**src/rtl/uart_boot_loader_if.sv**
```systemverilog
// Purpose : BSRAM write port and load status of the UART boot loader.
// Latency : n/a (signal bundle only).
// Backpressure: none; the memory must accept one write per mem_wre pulse.
//
// Signals:
//   boot_mode  - 1 while loading (CPU hold / BSRAM address mux select)
//   mem_ce     - BSRAM chip enable
//   mem_wre    - BSRAM write enable, one-cycle pulse per word
//   mem_addr   - BSRAM write address
//   mem_din    - BSRAM write data
//   boot_error - sticky load-failure flag
//   word_count - words written in the current load
interface uart_boot_loader_if;
    logic        boot_mode;
    logic        mem_ce;
    logic        mem_wre;
    logic [10:0] mem_addr;
    logic [15:0] mem_din;
    logic        boot_error;
    logic [10:0] word_count;

    modport master (
        output boot_mode, mem_ce, mem_wre, mem_addr, mem_din, boot_error, word_count
    );

    modport slave (
        input boot_mode, mem_ce, mem_wre, mem_addr, mem_din, boot_error, word_count
    );
endinterface

```
**src/rtl/uart_boot_loader.sv**
```systemverilog
// Purpose : receive a framed image over 8N1 UART and write it into BSRAM as 16-bit words.
// Latency : a word is written one cycle after its low byte's stop bit is sampled (plus 2-flop sync).
// Backpressure: none; the serial line cannot be stalled, so BSRAM must take every write pulse.
//
// Ports:
//   clk, rst_n - system clock, asynchronous active-low reset
//   uart_rx    - asynchronous serial input, idle high
//   bus        - memory write port and status (uart_boot_loader_if.master)
//
// Frame: 0xA5, LEN_HI, LEN_LO, LEN x {HI, LO}, CHK (8-bit sum of data bytes).
module uart_boot_loader #(
    parameter int CLKS_PER_BIT = 234,
    parameter int MAX_WORDS    = 2048
) (
    input  logic                   clk,
    input  logic                   rst_n,
    input  logic                   uart_rx,
    uart_boot_loader_if.master     bus
);

    localparam int CNT_W = $clog2(CLKS_PER_BIT + 1);
    localparam int HALF  = CLKS_PER_BIT / 2;
    localparam logic [CNT_W-1:0] BIT_LAST  = CNT_W'(CLKS_PER_BIT - 1);
    localparam logic [CNT_W-1:0] HALF_LAST = CNT_W'(HALF - 1);
    localparam logic [15:0]      MAX_LEN   = 16'(MAX_WORDS);

    // ------------------------------------------------------------------
    // Input synchroniser and edge detect
    // ------------------------------------------------------------------
    logic rx_meta_q, rx_sync_q, rx_prev_q;

    always_ff @(posedge clk or negedge rst_n) begin
        if (!rst_n) begin
            rx_meta_q <= 1'b1;
            rx_sync_q <= 1'b1;
            rx_prev_q <= 1'b1;
        end else begin
            rx_meta_q <= uart_rx;
            rx_sync_q <= rx_meta_q;
            rx_prev_q <= rx_sync_q;
        end
    end

    // ------------------------------------------------------------------
    // UART receiver
    // ------------------------------------------------------------------
    typedef enum logic [1:0] {RX_IDLE, RX_START, RX_DATA, RX_STOP} rx_state_t;

    rx_state_t        rx_state_q, rx_state_d;
    logic [CNT_W-1:0] cnt_q, cnt_d;
    logic [2:0]       bit_idx_q, bit_idx_d;
    logic [7:0]       shift_q, shift_d;
    logic             byte_vld_q, byte_vld_d;
    logic [7:0]       byte_dat_q, byte_dat_d;
    logic             frame_err_q, frame_err_d;

    always_comb begin
        rx_state_d  = rx_state_q;
        cnt_d       = cnt_q;
        bit_idx_d   = bit_idx_q;
        shift_d     = shift_q;
        byte_vld_d  = 1'b0;
        byte_dat_d  = byte_dat_q;
        frame_err_d = 1'b0;
        case (rx_state_q)
            RX_IDLE: begin
                // Edge (not level) so a line held low after a bad stop bit
                // does not retrigger a byte every cycle.
                if (rx_prev_q && !rx_sync_q) begin
                    rx_state_d = RX_START;
                    cnt_d      = '0;
                end
            end
            RX_START: begin
                if (cnt_q == HALF_LAST) begin
                    cnt_d = '0;
                    if (rx_sync_q) begin
                        rx_state_d = RX_IDLE;      // glitch, not a start bit
                    end else begin
                        rx_state_d = RX_DATA;
                        bit_idx_d  = '0;
                    end
                end else begin
                    cnt_d = cnt_q + CNT_W'(1);
                end
            end
            RX_DATA: begin
                if (cnt_q == BIT_LAST) begin
                    cnt_d   = '0;
                    shift_d = {rx_sync_q, shift_q[7:1]};   // LSB first
                    if (bit_idx_q == 3'd7) begin
                        rx_state_d = RX_STOP;
                    end else begin
                        bit_idx_d = bit_idx_q + 3'd1;
                    end
                end else begin
                    cnt_d = cnt_q + CNT_W'(1);
                end
            end
            RX_STOP: begin
                if (cnt_q == BIT_LAST) begin
                    cnt_d      = '0;
                    rx_state_d = RX_IDLE;
                    if (rx_sync_q) begin
                        byte_vld_d = 1'b1;
                        byte_dat_d = shift_q;
                    end else begin
                        frame_err_d = 1'b1;
                    end
                end else begin
                    cnt_d = cnt_q + CNT_W'(1);
                end
            end
            default: rx_state_d = RX_IDLE;
        endcase
    end

    always_ff @(posedge clk or negedge rst_n) begin
        if (!rst_n) begin
            rx_state_q  <= RX_IDLE;
            cnt_q       <= '0;
            bit_idx_q   <= '0;
            shift_q     <= '0;
            byte_vld_q  <= 1'b0;
            byte_dat_q  <= '0;
            frame_err_q <= 1'b0;
        end else begin
            rx_state_q  <= rx_state_d;
            cnt_q       <= cnt_d;
            bit_idx_q   <= bit_idx_d;
            shift_q     <= shift_d;
            byte_vld_q  <= byte_vld_d;
            byte_dat_q  <= byte_dat_d;
            frame_err_q <= frame_err_d;
        end
    end

    // ------------------------------------------------------------------
    // Frame parser / loader FSM
    // ------------------------------------------------------------------
    typedef enum logic [2:0] {
        WAIT_HDR, LEN_H, LEN_L, DATA_H, DATA_L, CHECK, DONE, ERROR
    } ld_state_t;

    ld_state_t   ld_state_q, ld_state_d;
    logic [7:0]  len_hi_q, len_hi_d;
    logic [15:0] len_q, len_d;
    logic [7:0]  data_hi_q, data_hi_d;
    logic [7:0]  csum_q, csum_d;
    logic        boot_mode_q, boot_mode_d;
    logic        boot_error_q, boot_error_d;
    logic        mem_wre_q, mem_wre_d;
    logic [10:0] mem_addr_q, mem_addr_d;
    logic [15:0] mem_din_q, mem_din_d;
    logic [10:0] word_count_q, word_count_d;
    logic [15:0] len_cand;

    always_comb begin
        ld_state_d   = ld_state_q;
        len_hi_d     = len_hi_q;
        len_d        = len_q;
        data_hi_d    = data_hi_q;
        csum_d       = csum_q;
        boot_mode_d  = boot_mode_q;
        boot_error_d = boot_error_q;
        mem_wre_d    = 1'b0;
        mem_addr_d   = mem_addr_q;
        mem_din_d    = mem_din_q;
        // Count advances the cycle after the write pulse, so mem_addr
        // always shows the pre-increment value alongside mem_wre.
        word_count_d = mem_wre_q ? word_count_q + 11'd1 : word_count_q;
        len_cand     = {len_hi_q, byte_dat_q};

        if (frame_err_q && ld_state_q != WAIT_HDR && ld_state_q != DONE) begin
            ld_state_d   = ERROR;
            boot_error_d = 1'b1;
        end else if (byte_vld_q) begin
            case (ld_state_q)
                WAIT_HDR: begin
                    if (byte_dat_q == 8'hA5) ld_state_d = LEN_H;
                end
                LEN_H: begin
                    len_hi_d   = byte_dat_q;
                    ld_state_d = LEN_L;
                end
                LEN_L: begin
                    if (len_cand == 16'd0 || len_cand > MAX_LEN) begin
                        ld_state_d   = ERROR;
                        boot_error_d = 1'b1;
                    end else begin
                        len_d        = len_cand;
                        word_count_d = '0;
                        csum_d       = '0;
                        ld_state_d   = DATA_H;
                    end
                end
                DATA_H: begin
                    data_hi_d  = byte_dat_q;
                    csum_d     = csum_q + byte_dat_q;
                    ld_state_d = DATA_L;
                end
                DATA_L: begin
                    mem_din_d  = {data_hi_q, byte_dat_q};
                    mem_addr_d = word_count_q;
                    mem_wre_d  = 1'b1;
                    csum_d     = csum_q + byte_dat_q;
                    if ({5'd0, word_count_q} == len_q - 16'd1) begin
                        ld_state_d = CHECK;
                    end else begin
                        ld_state_d = DATA_H;
                    end
                end
                CHECK: begin
                    if (byte_dat_q == csum_q) begin
                        ld_state_d   = DONE;
                        boot_mode_d  = 1'b0;
                        boot_error_d = 1'b0;
                    end else begin
                        ld_state_d   = ERROR;
                        boot_error_d = 1'b1;
                    end
                end
                DONE: begin
                    // Terminal until reset: the CPU now owns the BSRAM.
                end
                ERROR: begin
                    if (byte_dat_q == 8'hA5) ld_state_d = LEN_H;
                end
                default: ld_state_d = WAIT_HDR;
            endcase
        end
    end

    always_ff @(posedge clk or negedge rst_n) begin
        if (!rst_n) begin
            ld_state_q   <= WAIT_HDR;
            len_hi_q     <= '0;
            len_q        <= '0;
            data_hi_q    <= '0;
            csum_q       <= '0;
            boot_mode_q  <= 1'b1;
            boot_error_q <= 1'b0;
            mem_wre_q    <= 1'b0;
            mem_addr_q   <= '0;
            mem_din_q    <= '0;
            word_count_q <= '0;
        end else begin
            ld_state_q   <= ld_state_d;
            len_hi_q     <= len_hi_d;
            len_q        <= len_d;
            data_hi_q    <= data_hi_d;
            csum_q       <= csum_d;
            boot_mode_q  <= boot_mode_d;
            boot_error_q <= boot_error_d;
            mem_wre_q    <= mem_wre_d;
            mem_addr_q   <= mem_addr_d;
            mem_din_q    <= mem_din_d;
            word_count_q <= word_count_d;
        end
    end

    assign bus.boot_mode  = boot_mode_q;
    assign bus.mem_ce     = 1'b1;
    assign bus.mem_wre    = mem_wre_q;
    assign bus.mem_addr   = mem_addr_q;
    assign bus.mem_din    = mem_din_q;
    assign bus.boot_error = boot_error_q;
    assign bus.word_count = word_count_q;

endmodule

```
**src/flat_wrapper.sv**
```systemverilog
// flat-port wrapper written by rule: the top's interface ports become plain ports
module uart_boot_loader_flat 
#(
    parameter int CLKS_PER_BIT = 234,
    parameter int MAX_WORDS    = 2048
)
  (clk, rst_n, uart_rx, bus_boot_mode, bus_mem_ce, bus_mem_wre, bus_mem_addr, bus_mem_din, bus_boot_error, bus_word_count);
  uart_boot_loader_if bus_i ();
  input  logic clk;
  input  logic rst_n;
  input  logic uart_rx;
  output wire logic [$bits(bus_i.boot_mode)-1:0] bus_boot_mode;
  output wire logic [$bits(bus_i.mem_ce)-1:0] bus_mem_ce;
  output wire logic [$bits(bus_i.mem_wre)-1:0] bus_mem_wre;
  output wire logic [$bits(bus_i.mem_addr)-1:0] bus_mem_addr;
  output wire logic [$bits(bus_i.mem_din)-1:0] bus_mem_din;
  output wire logic [$bits(bus_i.boot_error)-1:0] bus_boot_error;
  output wire logic [$bits(bus_i.word_count)-1:0] bus_word_count;
  assign bus_boot_mode = bus_i.boot_mode;
  assign bus_mem_ce = bus_i.mem_ce;
  assign bus_mem_wre = bus_i.mem_wre;
  assign bus_mem_addr = bus_i.mem_addr;
  assign bus_mem_din = bus_i.mem_din;
  assign bus_boot_error = bus_i.boot_error;
  assign bus_word_count = bus_i.word_count;
  uart_boot_loader #(.CLKS_PER_BIT(CLKS_PER_BIT), .MAX_WORDS(MAX_WORDS)) u_core (.clk(clk), .rst_n(rst_n), .uart_rx(uart_rx), .bus(bus_i));
endmodule
```
**config.mk**
```make
export PLATFORM = sky130hd
export DESIGN_NAME = uart_boot_loader_flat
export DESIGN_NICKNAME = d
export VERILOG_FILES = /design/src/rtl/uart_boot_loader_if.sv /design/src/rtl/uart_boot_loader.sv /design/src/flat_wrapper.sv
export SDC_FILE = /design/constraint.sdc
export NUM_CORES = 1
export LEC_CHECK = 0
export CAP_MARGIN = 20
export CORE_ASPECT_RATIO = 1.75
export CORE_MARGIN = 3
export CORE_UTILIZATION = 60
export CTS_CLUSTER_SIZE = 40
export DETAILED_ROUTE_END_ITERATION = 8
export PLACE_DENSITY = 0.86
export REMOVE_ABC_BUFFERS = 1
export SYNTH_ARGS = -nofsm -noshare
export SYNTH_HDL_FRONTEND = slang
export SYNTH_SLANG_ARGS = --single-unit
```
**constraint.sdc**
```tcl
create_clock -name clk -period 5.45 [get_ports clk]
set_clock_uncertainty 0.1 [all_clocks]
set_input_delay 0.8175 -clock clk [delete_from_list [all_inputs] [get_ports clk]]
set_output_delay 0.8175 -clock clk [all_outputs]
set_load 0.005 [all_outputs]
```
==> flow_summary.ini <==
[pwr]
seqPwrFrac = 0.387
p_int_uw = 1796
p_leak_uw = 0.003321
swShare = 0.2418
comb_power_share = 0.092
p_switching_uw = 572.9
power_density_nw_per_um2 = 343.8
power.share.clock = 0.521
peakVddDrop_v = 0.0003280

[synth]
ys.flop_type = dfrtp_1
synth-edff-count = 0
synth-simple-area-share = 0.1636
synth_area_sq_um = 5714
async_flop_share = 1.000
ys.warnings.count = 0
yosysSeqAreaShare = 0.5176
yosysTopAreaCell = dfrtp_1
synthXorXnorAreaFrac = 0.04292
synth.area.mux_share = 0.1073
synth-seq-cells = 118
syn_inst = 539
synth_area_per_cell_sq_um = 10.60
synth_top_area_frac = 0.4992
synth_area_leaders = dfrtp_1, mux2_2, nand2_1, ha_1, xor2_1
synth_compound_area_frac = 0.09722
synth.distinct_cells = 58
synth_top_family_by_area = simple AND/OR/NAND/NOR gates
yosys.area_share.adder = 0.04292

[detailed_routing]
routed_via_density = 6.153
detail-route-antenna-nets = 0
dr.first_iter.drc_count = 254
route.met3.wl_microns = 534
drc = 0
wl_met1_mm = 4.797
routed-via-count = 4418
highest_layer = met4
routed_wl_mm = 13.72
wl_met2_mm = 7.779
dr.pass1.iters = 5
wire_per_inst_microns = 19.11

[layout]
drive_above_1_share = 0.1622
fin_cells = 718
fillers = 562
area_growth_syn_to_layout_pct = 20.60
fin_nets = 607
diodes = 0
finalInstanceArea_sq_um = 6892

[floorplan]
ios = 45
row_count = 46
die_h_microns = 135.1
die_w_microns = 79.77
start_util = 0.6244
core_sq_um = 9151
die_area_sq_um = 10780

[critical_path]
crit_path_cell_trace = nor4_1, a31oi_1, or4b_1, nor2_4, mux2_2
worstPathRequired_ns = 5.65
start_kind = register
crit_fanout = 37
rr_worst_depth = 5
cp_slowest_stage_delay_ns = 0.76
slowest_stage = nor2_4
r2r_start = u_core.byte_dat_q[1]$_DFFE_PN0P_
path_buf_inv = 0
critPathKind = reg -> reg
critPathCaptureType = register
critical_path_depth = 5
worstReg2RegEnd = u_core.len_q[8]$_DFFE_PN0P_
worst_ep_arrival_time_ns = 3.34
ff2ff_setup_slack_ns = 2.31
critPathTopFamily = simple AND/OR/NAND/NOR gates

[hold_path]
min_from = u_core.rx_meta_q$_DFF_PN1_
hold_path_class = reg -> reg
hold_depth = 0
hold_end = u_core.rx_sync_q$_DFF_PN1_

[place]
port_buffers = 43
place_inst = 686
hpwl_mm = 8.982
gp_congestion = 0.8686
placed_area_sq_um = 6231

[timing]
setup_viol = 0
maxSlewHeadroom = 0.3771
final_hold_viol_count = 0
min_period_over_period = 0.5770
min_period_ns = 3.145
rsz0062_at_grt = false
finalMaxSlewViolations = 0
whs_ns = 0.2562
clock.fmax_ghz = 0.3180
fin_setup_tns_ns = 0
tightest_slew_ns = 0.9344

[clock_network]
cts_resized = 0
cts_tree = done
htree_levels = 4
clock-sinks = 118
clkSlewWorstSetupHoldPaths_ns = 0.05
hold_buffers = 0
cts_root_buf = clkbuf_16
clk_latency_ns = 0.42
cts_buffers = 17
clockBufferDepth = 2
cts_setup_buffers = 0

[global_route]
grtUsageTotal = 0.2760
grt_max_degree = 78
antenna_found_initial = 0
grt_pass1_vias = 4687
grt_pass1_wl_mm = 22.40
overflow = 0

[run]
maxCapViolations = 0

[run_status]
status = complete, no violations
cell usage after synthesis, drive strengths merged, types with 3 or more instances:
cell	n
dfrtp	114
nand2	78
mux2	50
nor2	38
o21ai	29
inv	20
xor2	19
ha	18
clkbuf	14
a21oi	13
and3	10
nand4	10
o22ai	9
xnor2	9
nor3	8
nor4	8
nand3	7
nor2b	7
nor3b	6
mux2i	5
a21o	4
a41oi	4
buf	4
dfstp	4
nand2b	4
or3	4
a311oi	3
and2	3
placed cells by master, fill, tap and decap left out, types with 3 or more instances in the layout:
cell | synthesis | layout
a21o_1 | 4 | 4
a21oi_1 | 13 | 13
a311oi_1 | 3 | 3
a41oi_1 | 4 | 4
and2_1 | 3 | 3
and3_1 | 10 | 10
buf_4 | 1 | 3
bufinv_16 | 0 | 5
clkbuf_16 | 0 | 17
clkdlybuf4s50_1 | 0 | 42
clkinvlp_4 | 0 | 3
dfrtp_1 | 114 | 114
dfstp_2 | 4 | 4
ha_1 | 18 | 18
inv_1 | 20 | 20
inv_6 | 0 | 3
mux2_2 | 50 | 50
mux2i_1 | 5 | 5
nand2_1 | 78 | 78
nand2b_1 | 4 | 4
nand3_1 | 7 | 7
nand4_1 | 10 | 10
nor2_1 | 37 | 37
nor2b_1 | 7 | 7
nor3_1 | 8 | 8
nor3b_1 | 6 | 6
nor4_1 | 8 | 8
o21ai_0 | 29 | 29
o22ai_1 | 9 | 9
or3_1 | 3 | 3
xnor2_1 | 9 | 9
xor2_1 | 19 | 19
stage by stage:
step	setup WS, ns	util	power, uW
final	2.305	0.7531	2369
after global routing	2.096	0.7531	2454
after CTS	2.324	0.7531	2382
after detailed placement	2.358	0.6809	1143
after global placement	2.410	0.6809	1129
after floorplan	2.728	-	1073
cell type report:
cell class | instances | area, sq um | area share
clock buffer | 18 | 439.2 | 0.06373
clock inverter | 14 | 221.5 | 0.03214
inverter | 22 | 82.58 | 0.01198
multi-input combinational | 381 | 2597 | 0.3769
sequential | 118 | 2958 | 0.4292
tap | 120 | 150.1 | 0.02179
timing repair buffer | 45 | 442.9 | 0.06427
worst max-delay path by stage:
stage | from | to | slack (ns)
global route | u_core.byte_dat_q[1]$_DFFE_PN0P_ | u_core.len_q[8]$_DFFE_PN0P_ | 2.10
floorplan | u_core.ld_state_q[0]$_DFFE_PN0P_ | u_core.len_q[11]$_DFFE_PN0P_ | 2.73
finish | u_core.byte_dat_q[1]$_DFFE_PN0P_ | u_core.len_q[8]$_DFFE_PN0P_ | 2.31
global placement | u_core.byte_dat_q[1]$_DFFE_PN0P_ | u_core.len_q[4]$_DFFE_PN0P_ | 2.41
CTS | u_core.byte_dat_q[1]$_DFFE_PN0P_ | u_core.len_q[8]$_DFFE_PN0P_ | 2.32
detailed placement | u_core.byte_dat_q[1]$_DFFE_PN0P_ | u_core.len_q[9]$_DFFE_PN0P_ | 2.36
cell families after synthesis:
family	count (synthesis)
fa+ha+maj	19
compound gates	85
xor+xnor	28
simple gates	193
flops	118
mux	55
buf+inv	40
other cells	1
sequential cells by signal (all words and copies together) (netlist names), 3 cells and up, named ones only:
signal	flops
u_core.cnt_q	8
u_core.bus.mem_din	16
u_core.ld_state_q	3
u_core.len_hi_q	8
u_core.bus.word_count	11
u_core.bus.mem_addr	11
u_core.byte_dat_q	8
u_core.bit_idx_q	3
u_core.shift_q	8
u_core.csum_q	8
u_core.data_hi_q	8
u_core.len_q	16
power by group through the flow:
stage | logic, uW | registers [uW] | clock network, uW
3_3_place_gp | 201 | 928 | 0
6_report | 219 | 916 | 1230
5_1_grt | 246 | 918 | 1290
3_5_place_dp | 214 | 930 | 0
2_1_floorplan | 147 | 925 | 0
4_1_cts | 220 | 915 | 1250
per-layer routing:
metal  up-vias  global-route usage
met1      2237              0.2692
met3        51             0.07009
li1       1996                   -
met2       134              0.5079
met5         -                   0
met4         0              0.1635
No activity file was read; power rests on OpenSTA's default activity.
